<file path="src/rtl/pe_pkg.sv">
// Shared defaults and saturation-bound helpers for the MAC tile.
// Bounds are returned 64 bits wide; callers size-cast to their accumulator width.
package pe_pkg;

  localparam int DATA_W_DEF = 8;
  localparam int ACC_W_DEF  = 20;
  localparam int K_LEN_DEF  = 4;

  // Largest representable accumulator value for a w-bit signed/unsigned number.
  function automatic logic [63:0] sat_max(input int w, input bit sgn);
    logic [63:0] one;
    one = 64'd1;
    return sgn ? ((one << (w - 1)) - one) : ((one << w) - one);
  endfunction

  function automatic logic [63:0] sat_min(input int w, input bit sgn);
    logic [63:0] one;
    one = 64'd1;
    return sgn ? ~((one << (w - 1)) - one) : 64'd0;
  endfunction

endpackage

</file>
<file path="src/rtl/pe_mult.sv">
// Combinational full-width multiplier, signed or unsigned per parameter.
// Result is exactly 2*DATA_W bits; no truncation or rounding.
module pe_mult
  import pe_pkg::*;
#(
  parameter int DATA_W = DATA_W_DEF,
  parameter int SIGNED = 0
) (
  input  logic [DATA_W-1:0]   a,
  input  logic [DATA_W-1:0]   b,
  output logic [2*DATA_W-1:0] p
);

  if (SIGNED != 0) begin : g_signed
    logic signed [2*DATA_W-1:0] sa;
    logic signed [2*DATA_W-1:0] sb;
    assign sa = {{DATA_W{a[DATA_W-1]}}, a};
    assign sb = {{DATA_W{b[DATA_W-1]}}, b};
    assign p  = sa * sb;
  end else begin : g_unsigned
    logic [2*DATA_W-1:0] ua;
    logic [2*DATA_W-1:0] ub;
    assign ua = {{DATA_W{1'b0}}, a};
    assign ub = {{DATA_W{1'b0}}, b};
    assign p  = ua * ub;
  end

endmodule

</file>
<file path="src/rtl/pe_mac_tile.sv">
// Systolic processing element: forwards a/b/valid one cycle, accumulates K_LEN products per tile.
// Tile result is registered and pulsed on out_valid one cycle after the K_LEN-th sample.
module pe_mac_tile
  import pe_pkg::*;
#(
  parameter int DATA_W = DATA_W_DEF,
  parameter int ACC_W  = ACC_W_DEF,
  parameter int K_LEN  = K_LEN_DEF,
  parameter int SIGNED = 0,
  parameter int SAT    = 0
) (
  input  logic              clk,
  input  logic              rst,
  input  logic              in_valid,
  input  logic [DATA_W-1:0] a,
  input  logic [DATA_W-1:0] b,
  input  logic              clear,
  output logic [DATA_W-1:0] a_out,
  output logic [DATA_W-1:0] b_out,
  output logic              valid_out,
  output logic [ACC_W-1:0]  out,
  output logic              out_valid,
  output logic              overflow
);

  localparam int                 CNT_W    = (K_LEN > 1) ? $clog2(K_LEN) : 1;
  localparam logic [CNT_W-1:0]   CNT_LAST = CNT_W'(K_LEN - 1);
  localparam logic [ACC_W-1:0]   ACC_MAX  = ACC_W'(sat_max(ACC_W, SIGNED != 0));
  localparam logic [ACC_W-1:0]   ACC_MIN  = ACC_W'(sat_min(ACC_W, SIGNED != 0));

  logic [2*DATA_W-1:0] prod;
  logic [ACC_W-1:0]    prod_ext;
  logic [ACC_W-1:0]    acc;
  logic [ACC_W-1:0]    base;
  logic [ACC_W-1:0]    raw;
  logic [ACC_W-1:0]    clamp;
  logic [ACC_W-1:0]    sum;
  logic [ACC_W:0]      sum_w;
  logic [CNT_W-1:0]    cnt;
  logic [CNT_W-1:0]    cnt_base;
  logic                add_ovf;
  logic                ovf_base;
  logic                last;

  pe_mult #(
    .DATA_W(DATA_W),
    .SIGNED(SIGNED)
  ) u_mult (
    .a(a),
    .b(b),
    .p(prod)
  );

  if (SIGNED != 0) begin : g_sext
    assign prod_ext = ACC_W'($signed(prod));
  end else begin : g_zext
    assign prod_ext = ACC_W'(prod);
  end

  // clear restarts the tile in the same cycle, so a concurrent sample sees an empty tile.
  always_comb begin
    base     = clear ? '0 : acc;
    cnt_base = clear ? '0 : cnt;
    ovf_base = (clear || out_valid) ? 1'b0 : overflow;
    sum_w    = {1'b0, base} + {1'b0, prod_ext};
    raw      = sum_w[ACC_W-1:0];
    add_ovf  = 1'b0;
    clamp    = ACC_MAX;
    if (SIGNED != 0) begin
      add_ovf = (base[ACC_W-1] == prod_ext[ACC_W-1]) && (raw[ACC_W-1] != base[ACC_W-1]);
      clamp   = base[ACC_W-1] ? ACC_MIN : ACC_MAX;
    end else begin
      add_ovf = sum_w[ACC_W];
    end
    sum  = ((SAT != 0) && add_ovf) ? clamp : raw;
    last = (cnt_base == CNT_LAST);
  end

  always_ff @(posedge clk) begin
    if (rst) begin
      a_out     <= '0;
      b_out     <= '0;
      valid_out <= 1'b0;
      out       <= '0;
      out_valid <= 1'b0;
      overflow  <= 1'b0;
      acc       <= '0;
      cnt       <= '0;
    end else begin
      a_out     <= a;
      b_out     <= b;
      valid_out <= in_valid;
      out_valid <= 1'b0;
      overflow  <= ovf_base;
      acc       <= base;
      cnt       <= cnt_base;
      if (in_valid) begin
        overflow <= ovf_base | add_ovf;
        if (last) begin
          out       <= sum;
          out_valid <= 1'b1;
          acc       <= '0;
          cnt       <= '0;
        end else begin
          acc <= sum;
          cnt <= cnt_base + CNT_W'(1);
        end
      end
    end
  end

endmodule

</file>
<file path="config.mk">
export PLATFORM = sky130hd
export DESIGN_NAME = pe_mac_tile
export DESIGN_NICKNAME = d
export VERILOG_FILES = /design/src/rtl/pe_pkg.sv /design/src/rtl/pe_mult.sv /design/src/rtl/pe_mac_tile.sv
export SDC_FILE = /design/constraint.sdc
export NUM_CORES = 1
export LEC_CHECK = 0
export ABC_AREA = 1
export BUFFER_PORTS_ARGS = -buffer_cell sky130_fd_sc_hd__buf_2
export CAP_MARGIN = 5
export CORE_MARGIN = 1
export CORE_UTILIZATION = 61
export CTS_BUF_LIST = sky130_fd_sc_hd__clkbuf_8
export DETAILED_ROUTE_END_ITERATION = 12
export GPL_TIMING_DRIVEN = 1
export HOLD_SLACK_MARGIN = 0.05
export PLACE_DENSITY = 0.93
export SYNTH_ARGS = -nofsm -noshare
export SYNTH_HDL_FRONTEND = slang
export SYNTH_SLANG_ARGS = --single-unit
</file>
<file path="constraint.sdc">
create_clock -name clk -period 5.4 [get_ports clk]
set_input_delay 0.27 -clock clk [delete_from_list [all_inputs] [get_ports clk]]
set_output_delay 0.27 -clock clk [all_outputs]
set_load 0.005 [all_outputs]
</file>
==> After elaboration in Yosys (flattened, before gate mapping) <==
Index checks and enable logic that the tools add are counted.
{ "op_classes": {"addsub": 2, "n_mul": 1, "eq_ne": 1, "muxes": 9, "n_bitwise": 2, "reduce_logical": 3} }
{ "ops": {"columns": ["operator", "n"], "rows": [
  ["20-bit two-way mux", 3],
  ["20-bit by 16-bit adder with 21-bit output", 1],
  ["8-bit by 8-bit multiplier with 16-bit output", 1],
  ["2-bit two-way mux", 3],
  ["1-bit two-way mux", 3],
  ["2-bit by 1-bit adder with 2-bit output (second input constant)", 1],
  ["2-bit equality test (second input constant)", 1],
  ["2-bit AND reduction", 1],
  ["2-bit OR reduction", 1],
  ["1-bit logical OR", 1],
  ["1-bit NOT", 1],
  ["1-bit OR", 1]
]} }
{ "word_totals": {"reg_bits": 61, "inputBits": 20, "out_inout_bits": 39} }

==> Logic depth before layout (Yosys ltp) <==
{ "logic_depth": {"depth_word": 4, "mapped_depth": 25, "depth_no_buf": 24} }

==> Cells and area by module <==
Synthesis repeated with hierarchy kept, for this count alone.
{ "unflattened": {"cells_unflattened": 887, "hier_area_um2": 5730.5} }
{ "modules_own_cells": {"columns": ["mod", "instances", "cells_per_inst", "area_per_inst_um2", "seq_area_each_um2"], "rows": [
  ["pe_mac_tile", 1, 512, 3329.4, 1221.2],
  ["pe_mult", 1, 375, 2401.1, 0.0]
]} }

==> Worst setup path after synthesis <==
OpenSTA, ideal clock, no wires.
{ "synth_path": {"path_kind": "input to register", "from": "in clear", "to": "reg out[17]", "arrival_time_ns": 4.007, "required_ns": 5.291, "path_slack_ns": 1.284, "cell_stages": 21, "cell_sequence": "buf_4 -> clkinv_1 -> buf_2 -> nand2_1 -> fa_1 -> inv_1 -> fa_1 -> inv_1 -> fa_1 -> fa_1 -> inv_1 -> ha_1 -> or2_1 -> nand2_1 -> o21bai_2 -> nand2_1 -> nand2_1 -> nand2_1 -> nand3_1 -> nand2_1 -> inv_1"} }
{ "synth_between": {"elab_chain_cells": 3} }
{ "synth_lines": {"columns": ["item", "line", "text"], "rows": [
  ["start: declaration", "pe_mac_tile.sv:17", "input logic clear,"],
  ["branches (longest 3 deep; another with 20-bit by 16-bit adder with 21-bit output)", null, null],
  ["end signal: assignment", "pe_mac_tile.sv:100", "out <= sum;"],
  ["end: declaration", "pe_mac_tile.sv:21", "output logic [ACC_W-1:0] out,"]
]} }
Several ways; the timed one is not identified.
A chain may end at the register's enable or synchronous reset.

==> Final worst setup path <==
{ "layout_path": {"from": "in clear", "to": "reg out[19]"} }
Same word-level chain as after synthesis.

==> results_dict.tcl <==
set metrics [dict create \
    status "finished clean" \
    intPower_w 0.00114 \
    tightest_slew_ps 943 \
    synthDistinctLibCells 27 \
    clk_path_buf_depth 2 \
    finalCritPeriodShare_pct 80.2 \
    place_ws_ps 804 \
    wire_per_inst_um 12.7 \
    avgSynthCellArea_um2 6.93 \
    comb_power_share_pct 57.8 \
    cts-buffers-inserted 9 \
    drt_iter0_markers 330 \
    synth_warnings 0 \
    rsz0062_at_grt "false" \
    gr-total-overflow 0 \
    viasPerCell 5.10 \
    synth_seq_cells 61 \
    port_buffers 58 \
    cts.sinks 61 \
    yosys-top-cells-count "inv_1 (200), nand2_1 (189), nor2_1 (75)" \
    multi_input_area_um2 3100 \
    grt_pass1_wl_um 19900 \
    syn_area_um2 5200 \
    diodes 0 \
    p_sw_w 0.00102 \
    final_nets 901 \
    finish.utilization_pct 69.2 \
    synth_top_area_share_pct 23.5 \
    ioPinCount 59 \
    leakage_nw 3.52 \
    drtPass1Iterations 5 \
    postRouteAntennaNets 0 \
    crit_fanout 19 \
    seqCellArea_um2 1220 \
    skew_ps 7.81 \
    synth_edf_count 0 \
    synth_top_area_cell "dfxtp_1" \
    drc_errors 0 \
    setup_tns_ps 0 \
    endpoint_kind "flip-flop" \
    peakVddDrop_v 0.000223 \
    setup_ws_ps 1070 \
    async_reset_ff_share_pct 0 \
    grt_max_degree 49 \
    netlist_instances 750 \
    vias 4585 \
    worstSkewPairLatency_ps 350 \
    p_per_area_nw_per_um2 380 \
    globalplace.congestion 0.936 \
    crit_type "in -> reg" \
    synthFlopType "dfxtp_1" \
    grt_pass1_vias 4538 \
    cts_setup_buffers 0 \
    synth_most_common_cell "inv_1" \
    area_growth_pct 9.41 \
    crit_arrival_ps 4580 \
    swShare_pct 47.4 \
    cts_tree "yes" \
    hold_viol_final 0 \
    die-width_um 94.3 \
    fmax_ghz 0.231 \
    max-cap-violations 0 \
    fillers 697 \
    core_area_um2 8220 \
    fin_area_um2 5690 \
    track_usage_pct 29.2 \
    cts_hold_buf 0 \
    maxSlewHeadroom_pct 37.1 \
    ys_seq_area_share_pct 23.5 \
    period_needed_ps 4330 \
    wl_um 11400 \
    die_y_um 94.3 \
    required_ps 5650 \
    ctsResizeCount 0 \
    clkTransAtPathRegs_ps 70 \
    antenna_found_initial 0 \
    core.rowCount 33 \
    cp-start-kind "input port" \
    dp_hpwl_um 8600 \
    dieArea_um2 8890 \
    setup_violations 0 \
    root_buffer "clkbuf_8" \
    drive_gt1_share_pct 9.57 \
    htree_levels 3 \
    syn_nets 862 \
    p_seq_share_pct 23.2 \
    place_area_um2 5500 \
    start_util_pct 63.3 \
    yosys-top-cells-area "dfxtp_1 (23%), fa_1 (19%), inv_1 (14%), nand2_1 (14%), ha_1 (10%)" \
    hp-class "in -> reg" \
    pwr-share-clk_pct 19.0 \
    slew_violations 0 \
]
==> stage by stage <==
step,power [W],hold slack [ps],cells
2_1_floorplan,0.00145,442,750
3_3_place_gp,0.00170,434,883
3_5_place_dp,0.00173,432,883
4_1_cts,0.00215,215,899
5_1_grt,0.00237,227,899
6_report,0.00216,223,899
==> power by group through the flow <==
stage | combinational (W) | sequential, W | clock, W
2_1_floorplan | 0.000943 | 0.000511 | 0
3_3_place_gp | 0.00118 | 0.000512 | 0
3_5_place_dp | 0.00122 | 0.000512 | 0
4_1_cts | 0.00124 | 0.000502 | 0.000412
5_1_grt | 0.00143 | 0.000506 | 0.000434
6_report | 0.00125 | 0.000502 | 0.000410
==> cell usage in the layout, fill, tap and decap left out <==
cell | netlist | layout
nor2_1 | 75 | 75
ha_1 | 42 | 42
clkinv_2 | 0 | 1
o21ai_0 | 22 | 22
nor3_1 | 1 | 1
bufinv_16 | 0 | 1
clkinv_1 | 1 | 1
dfxtp_1 | 61 | 61
nor2_4 | 2 | 2
o31ai_1 | 1 | 1
a21oi_2 | 1 | 1
o21bai_2 | 1 | 1
a21oi_1 | 26 | 26
clkinvlp_4 | 0 | 1
o32ai_1 | 2 | 2
nand4_1 | 2 | 2
clkinv_4 | 0 | 1
o21bai_1 | 1 | 1
inv_6 | 0 | 1
xor2_1 | 6 | 6
fa_1 | 50 | 50
or2_1 | 1 | 1
and2_1 | 2 | 2
clkbuf_8 | 0 | 9
buf_2 | 6 | 58
inv_1 | 200 | 202
o21a_1 | 1 | 1
nand3_1 | 32 | 32
xnor2_1 | 1 | 1
nand2_1 | 189 | 189
==> cell type report <==
cell class	count	area share, %
timing repair buffer	58	5.10
clock inverter	7	1.19
clock buffer	9	2.18
tap	105	2.31
multi-input combinational	458	54.5
inverter	201	13.3
sequential	61	21.5
==> final timing paths <==
path                                start       end  slack [ps]  cells after the start
worst min-delay path                 a[0]  a_out[0]         220                      3
worst max register to register     acc[6]   out[19]        1410                     18
worst max-delay path                clear   out[19]        1070                     20
worst min register to register  out_valid  overflow         440                      1
==> logic make-up (layout without fill, tap and decap cells) <==
logic type,after synthesis,in the layout,synth area share [%]
xor gates and xnor gates,7,7,1.18
adders and majority gates,92,92,29.4
AOI/OAI and AO/OA,55,55,5.78
DFF,61,61,23.5
buffers and inverters,231,275,16.9
and+or+nand+nor,304,304,23.3
==> metal layers <==
layer  up-vias  GRT usage, %  share of wire, %
met2       168          50.7                49
met3        34          4.94               6.6
met4         0          13.5               3.2
met5         -             0                 0
li1       2252             -                 -
met1      2131          35.3                41
==> flip-flops by register name (all words and copies together), names as in the netlist <==
register	count
a_out	8
valid_out	1
out_valid	1
overflow	1
out	20
cnt	2
acc	20
b_out	8
==> worst max-delay path, stage by stage <==
cell      delay (ps)
buf_2            200
clkinv_1         500
nand2_1          250
fa_1             440
inv_1             90
fa_1             420
inv_1             80
fa_1             440
fa_1             560
inv_1             50
ha_1             360
or2_1            270
nand3_1           90
nand2_1          120
nand2_1          120
nand3_1          100
nand2_1           80
nand2_1           50
nand2_1           90
inv_1             40
Power figures use the tool's default switching activity.
